### config.mk
export PLATFORM = sky130hd
export DESIGN_NAME = permutation_sequencer
export DESIGN_NICKNAME = d
export VERILOG_FILES = /design/src/rtl/permutation_sequencer.sv
export SDC_FILE = /design/constraint.sdc
export NUM_CORES = 1
export LEC_CHECK = 0
export CAP_MARGIN = 20
export CORE_AREA = 2 2 41 43
export DETAILED_ROUTE_END_ITERATION = 8
export DIE_AREA = 0 0 43 45
export PLACE_DENSITY = 0.67
export SLEW_MARGIN = 20
export SYNTH_ARGS = -nofsm -noshare
export SYNTH_HDL_FRONTEND = slang
export SYNTH_SLANG_ARGS = --single-unit
### constraint.sdc
create_clock -name clock_i -period 2.1 [get_ports clock_i]
set_clock_uncertainty 0.2 [all_clocks]
set_input_delay 0.42 -clock clock_i [delete_from_list [all_inputs] [get_ports clock_i]]
set_output_delay 0.42 -clock clock_i [all_outputs]
set_load 0.01 [all_outputs]
### src/rtl/permutation_sequencer.sv
// Round sequencer for a 320-bit permutation datapath.
// Walks LOAD, then rounds start..11, then a DONE pulse.
module permutation_sequencer (
  input  logic       clock_i,
  input  logic       resetb_i,
  input  logic       start_i,
  input  logic [1:0] mode_i,
  input  logic       abort_i,
  output logic       ready_o,
  output logic       load_state_o,
  output logic       round_en_o,
  output logic [3:0] round_o,
  output logic       last_round_o,
  output logic       done_o
);

  typedef enum logic [1:0] {
    IDLE,
    LOAD,
    ROUND,
    DONE
  } state_t;

  localparam logic [3:0] LAST_IDX = 4'd11;

  state_t     state_q;
  state_t     state_d;
  logic [3:0] cnt_q;
  logic [3:0] cnt_d;
  logic [1:0] mode_q;
  logic [1:0] mode_d;
  logic [3:0] start_idx;

  // First round index for the captured mode; reserved mode runs as pa
  always_comb begin
    start_idx = 4'd0;
    case (mode_q)
      2'b01:   start_idx = 4'd6;
      2'b10:   start_idx = 4'd4;
      default: start_idx = 4'd0;
    endcase
  end

  // State, round counter and captured mode registers
  always_ff @(posedge clock_i or negedge resetb_i) begin
    if (!resetb_i) begin
      state_q <= IDLE;
      cnt_q   <= 4'd0;
      mode_q  <= 2'b00;
    end else begin
      state_q <= state_d;
      cnt_q   <= cnt_d;
      mode_q  <= mode_d;
    end
  end

  // Next-state logic; abort outranks both start and round progress
  always_comb begin
    state_d = state_q;
    cnt_d   = cnt_q;
    mode_d  = mode_q;
    unique case (state_q)
      IDLE: begin
        cnt_d = 4'd0;
        if (start_i && !abort_i) begin
          state_d = LOAD;
          mode_d  = mode_i;
        end
      end
      LOAD: begin
        if (abort_i) begin
          state_d = IDLE;
          cnt_d   = 4'd0;
        end else begin
          state_d = ROUND;
          cnt_d   = start_idx;
        end
      end
      ROUND: begin
        if (abort_i) begin
          state_d = IDLE;
          cnt_d   = 4'd0;
        end else if (cnt_q == LAST_IDX) begin
          state_d = DONE;
          cnt_d   = 4'd0;
        end else begin
          cnt_d = cnt_q + 4'd1;
        end
      end
      DONE: begin
        state_d = IDLE;
        cnt_d   = 4'd0;
      end
    endcase
  end

  // Outputs decoded purely from registered state and counter
  always_comb begin
    ready_o      = (state_q == IDLE);
    load_state_o = (state_q == LOAD);
    round_en_o   = (state_q == ROUND);
    round_o      = (state_q == ROUND) ? cnt_q : 4'd0;
    last_round_o = (state_q == ROUND) && (cnt_q == LAST_IDX);
    done_o       = (state_q == DONE);
  end

endmodule

==> results of run 1 <==
## final cells by class
class | count | area [um^2]
clock buffers | 3 | 22.5
fillers | 156 | 833
inverters | 1 | 3.75
multi-input cells | 29 | 229
flip-flops and latches | 8 | 200
well taps | 16 | 20.0
repair buffers | 18 | 163
## final timing paths
path,from,end
worst max-delay path,state_q[0]$_DFFE_PN0P_,done_o
worst min-delay path,resetb_i,mode_q[0]$_DFFE_PN0P_
worst max register to register,state_q[1]$_DFFE_PN0P_,mode_q[0]$_DFFE_PN0P_
worst min register to register,cnt_q[0]$_DFF_PN0_,cnt_q[0]$_DFF_PN0_
max in group asynchronous,resetb_i,cnt_q[3]$_DFF_PN0_
min in group clock_i,cnt_q[0]$_DFF_PN0_,cnt_q[0]$_DFF_PN0_
## routing by layer
metal	global-route usage [%]	vias up	wire length, um
met5	0	-	0
met4	7.27	0	25
met3	3.20	4	67
met2	13.0	14	326
met1	13.2	150	374
li1	-	175	-
## per-stage QoR
stage                     worst slack, ns  utilization (%)  instance area, um^2  std cells  hold slack [ns]
after CTS                          0.0482             43.3                  637         75            0.255
after global routing              0.00312             43.4                  638         75            0.279
after floorplan                     0.402                -                  433         38          -0.0756
final                              0.0562             43.4                  638         75            0.239
after detailed placement           0.0563             42.3                  623         72            0.287
after global placement             0.0764             42.3                  623         72            0.277
## logic make-up after synthesis
group,synth area share [%]
DFF,46.2
xor gates and xnor gates,4.05
AOI/OAI and AO/OA,9.54
and+or+nand+nor,30.9
muxes,2.60
buffers and inverters,0.866
adders and majority gates,5.78
## what timing repair did
action | 4_1_cts | 5_1_grt
buffers inserted | 0 | 0
hold buffers | 0 | 0
gates resized for setup | 7 | 1
endpoints found under the setup margin | 7 | 1
## cell usage in the layout, fill, tap and decap left out, types with 2 or more instances in the layout
cell             n
and2_2           4
buf_4            4
clkbuf_4         3
clkdlybuf4s50_1  7
dfrtp_1          8
dlygate4sd2_1    6
ha_1             2
nand3_1          2
nor2_1           6
## Yosys cell counts
master,instances
a22oi_1,1
and2_4,1
and3b_1,1
o211a_1,1
nand2_1,1
and2b_2,1
mux2_2,1
o21ai_0,1
nor2_1,6
o2bb2ai_1,1
and2_2,4
nand3b_1,1
inv_1,1
dfrtp_1,8
nand3_1,2
o21ba_2,1
xnor2_1,1
xor2_1,1
and2b_4,1
ha_1,2
nor4b_4,1
## sequential cells by signal, indices dropped and copies added, names as in the netlist
signal and count:
state_q 2, mode_q 2, cnt_q 4
## where the power goes
part	internal [mW]	total [mW]	switching (mW)
clock network	0.0653	0.116	0.0504
registers	0.170	0.178	0.00799
logic	0.0510	0.0903	0.0393
## worst max-delay path: cells and delay by family, from the launching register on
family | cells | cell delay (ns)
buffers and inverters | 2 | 0.62
flip-flops | 1 | 0.37
AND/OR/NAND/NOR | 1 | 0.18
==> impl_results.md, run 1 <==
* Final Max Tran Viols at 0
* Via density at approximately 4.6
* Post-layout nets at between 60 and 70
* Clk sinks at 8
* Worst EP required at 1.48 ns
* Syn Inst Count at 38
* Antenna Nets Post-Route at 0
* Ranking of synthesized cells by area: dfrtp_1 (46%), and2_2 (6.9%), ha_1 (5.8%)
* Worst slew pin tran at about 0.36 ns
* Routed WL at between 700 and 800 um
* IR Drop Worst-Case VDD at 0.000366 V
* Reg2reg path depth at 3
* CP endpoint kind: primary output
* P&R area growth vs syn at 47.4%
* Vias in the first global route at 314
* RSZ-0062 raised after global routing: false
* Yosys cell types at 21
* Final min period at 2.04 ns
* GRT overflow at 0
* Initial antenna violation count at 0
* Fmax at between 400 and 500 MHz
* Pin count of the biggest net entering global routing at 9
* Final Cycle Share at a little over nine tenths
* Arr. time, crit path at ~1.4 ns
* Root buf cell: clkbuf_4
* Layout cells sized above 1 at 28.8%
* Area leader, netlist: dfrtp_1
* Routed via count at ~340
* Synth Area per Inst at 11.4 um^2
* Worst path cell trace: buf_4 > and2_2 > clkdlybuf4s50_1
* N_diodes at 0
* Power Total at about 380 uW
* Worst min path class: input pin to asynchronous set/reset pin
* R2r setup slk at around 0.58 ns
* Net Count, Synth at between 40 and 50
* GPL Wtd Cong at between 0.6 and 0.7
* Hpwl dp at 617 um
* Final hold vios at 0
* Post-synth top area share at 46.2%
* Drt pass-1 iters at 3
* DRC at 0
* Outcome: completed
* CTS tree: built
* Die Ht at between 40 and 50 um
* Worst Path Max Fanout at 5
* Overall routing resource usage at 9.80%
* Core area at 0.00147 mm^2
* Sequential element share of the synthesized area at roughly 46%
* Number of CTS-inserted buffers at 3
* Synth Cell Area at ~430 um^2
* PortBufs at 14
* Worst skew pair latency at roughly 0.25 ns
* FF+latch count, synth at 8
* Iter 0 DRT Violations at 3
* Slew margin rel. at 76.0%
* # IOs at 15
* Max-cap violations at 0
* Initial Utilization at between 20% and 30%
* CP max-delay cell: clkdlybuf4s50_1
* Max incr delay on CP at 0.47 ns
* First-pass GRT wire length at ~1300 um
* Die area at around 0.0019 mm^2
* FP Rows at 14
* Power Density at 601 mW/mm^2
* Leak pwr at between 0.3 and 0.4 nW
* Critical Path Start Type: flop
* Clock buffer depth at 2
* Syn. warnings at 0
* Routed WL per cell at ~11 um
* Final setup fails at 0
* Die width at 43 um
* Sum Neg Setup Slack at 0 ns
* CTS clk-pin slew, worst paths at 0.06 ns
* H-tree levels at 1
* Critical path class: flop to primary output
Note: power is estimated with default switching activity, not from simulation.
==> run 2, diff against run 1 <==
--- a/config.mk
+++ b/config.mk
@@ -5,6 +5,7 @@
 export SDC_FILE = /design/constraint.sdc
 export NUM_CORES = 1
 export LEC_CHECK = 0
+export ABC_CLOCK_PERIOD_IN_PS = 2000
 export CAP_MARGIN = 20
 export CORE_AREA = 2 2 41 43
 export DETAILED_ROUTE_END_ITERATION = 8
==> constraint.sdc (replaced) <==
create_clock -name clock_i -period 2 [get_ports clock_i]
set_clock_uncertainty 0.2 [all_clocks]
set_input_delay 0.4 -clock clock_i [delete_from_list [all_inputs] [get_ports clock_i]]
set_output_delay 0.4 -clock clock_i [all_outputs]
set_load 0.01 [all_outputs]
==> impl_results.md, run 2 (synthesis results as in run 1) <==
* IR Drop Worst-Case VDD at ~0.00032 V
* # IOs at 15
* Critical path class: flop to primary output
* Power Total at a little over 400 uW
* Fmax at between 500 and 600 MHz
* Die area at about 0.0019 mm^2
* Worst slew pin tran at around 0.37 ns
* Worst Path Max Fanout at 3
* N_diodes at 0
* Clk sinks at 8
* Routed via count at approximately 350
* CP endpoint kind: primary output
* Final min period at between 1.5 and 2 ns
* H-tree levels at 1
* Max-cap violations at 0
* Worst min path class: input pin to asynchronous set/reset pin
* PortBufs at 14
* Slew margin rel. at roughly three quarters
* Reg-to-Reg End: mode_q[0]$_DFFE_PN0P_
* First-pass GRT wire length at between 1000 and 1500 um
* Antenna Nets Post-Route at 0
* Overall routing resource usage at 10.2%
* Worst Setup EP: round_o[1]
* Final setup fails at 0
* Iter 0 DRT Violations at 3
* GPL Wtd Cong at about 0.70
* RR Startpoint: state_q[1]$_DFFE_PN0P_
* GRT overflow at 0
* Die width at 43 um
* Commonest cells after routing, fill and taps aside: dfrtp_1 (8), nor2_1 (6), clkdlybuf4s50_1 (5), dlygate4sd2_1 (5), buf_4 (5)
* RSZ-0062 raised after global routing: false
* Worst EP required at 1.40 ns
* Max FFs per register at 4
* Layout cells sized above 1 at between 30 and 40%
* Post-CTS Hold Buffers at 0
* Commonest non-fill, non-tap cell in the layout: dfrtp_1
* Drt pass-1 iters at 4
* Worst skew pair latency at between 0.2 and 0.3 ns
* DP Area at between 600 and 700 um^2
* CTS clk-pin slew, worst paths at 0.06 ns
* P&R area growth vs syn at 47.1%
* Pin count of the biggest net entering global routing at 9
* Sum Neg Setup Slack at 0 ns
* Initial antenna violation count at 0
* DRC at 0
* Hpwl dp at slightly above 600 um
* Outcome: completed
* FP Rows at 14
* Final Max Tran Viols at 0
* Final Cycle Share at around 96%
* Root buf cell: clkbuf_4
* Final hold vios at 0
* Core area at ~0.0015 mm^2
* CP Launch Point: state_q[0]$_DFFE_PN0P_
* Top reg by flops: cnt_q
* CTS tree: built
* Routed WL at between 800 and 900 um
* Post-layout nets at 70
* Die Ht at 45 um
* Clock buffer depth at 2
* Vias in the first global route at between 300 and 400
* Via density at 4.64
* Final core area utilization at between 40% and 50%
* Routed WL per cell at 10.6 um
* Reg2reg path depth at 3
* Power Density at between 600 and 700 mW/mm^2
* Arr. time, crit path at 1.33 ns
* Leak pwr at about 0.32 nW
* Initial Utilization at 29.4%
* Finished Cell Area at 637 um^2
* R2r setup slk at approximately 0.46 ns
* Number of CTS-inserted buffers at 3
* Critical Path Start Type: flop
* Largest registers: cnt_q: 4 flops, mode_q: 2 flops, state_q: 2 flops
-- run 2: changes by cell type in the layout (fill, tap and decap cells not counted) --
| cell | before | now |
|---|---|---|
| clkdlybuf4s15_1 | 1 | 2 |
| clkdlybuf4s50_1 | 7 | 5 |
| clkbuf_2 | 0 | 1 |
| buf_4 | 4 | 5 |
| buf_2 | 0 | 1 |
| dlygate4sd2_1 | 6 | 5 |
-- run 2: cell type report --
cell class / count / area (um^2)
clock buffers: 3 / 22.5
fillers: 167 / 835
inverters: 1 / 3.75
multi-input cells: 29 / 229
flip-flops and latches: 8 / 200
well taps: 16 / 20.0
repair buffers: 19 / 161
-- run 2: metrics by stage --
stage / cells / hold WS, ns / setup WS [ns]
floorplan: 38 / -0.0956 / 0.322
global placement: 73 / 0.276 / 0.00438
detailed placement: 73 / 0.280 / -0.0149
CTS: 76 / 0.227 / 0.0111
global route: 76 / 0.242 / 0.00829
finish: 76 / 0.221 / 0.0720
-- run 2: critical path, cell delays in order (launching register included) --
cell and delay [ns]:
dfrtp_1 0.37, and2b_4 0.25, buf_4 0.10, and2_2 0.12, clkdlybuf4s15_1 0.22
-- run 2: report_power, final --
part           leakage (nW)  switching (mW)  internal, mW
Combinational         0.203          0.0417        0.0529
Sequential            0.106         0.00826         0.178
Clock                0.0138          0.0551        0.0687
Total                 0.323           0.105         0.300
-- run 2: worst min-delay path by stage --
stage / startpoint / end / slack [ns] / depth (start not counted)
floorplan: resetb_i / cnt_q[0]$_DFF_PN0_ / -0.1 / 0
global placement: cnt_q[0]$_DFF_PN0_ / cnt_q[0]$_DFF_PN0_ / 0.28 / 1
detailed placement: cnt_q[0]$_DFF_PN0_ / cnt_q[0]$_DFF_PN0_ / 0.28 / 1
CTS: resetb_i / mode_q[0]$_DFFE_PN0P_ / 0.23 / 1
global route: resetb_i / state_q[1]$_DFFE_PN0P_ / 0.24 / 1
finish: resetb_i / state_q[1]$_DFFE_PN0P_ / 0.22 / 1
-- run 2: per-layer routing --
metal  up-vias  global-route usage, %  routed length, um
met4         0                   9.09                  7
met1       161                   12.3                371
met2        14                   14.2                378
met3         2                   3.60                 52
li1        176                      -                  -
met5         -                      0                  0
-- run 2: what timing repair did --
item | 4_1_cts | 5_1_grt
resized for setup | 11 | 5
endpoints found under the setup margin | 9 | 4
setup buffers | 0 | 0
endpoints found under the hold margin | 0 | 0
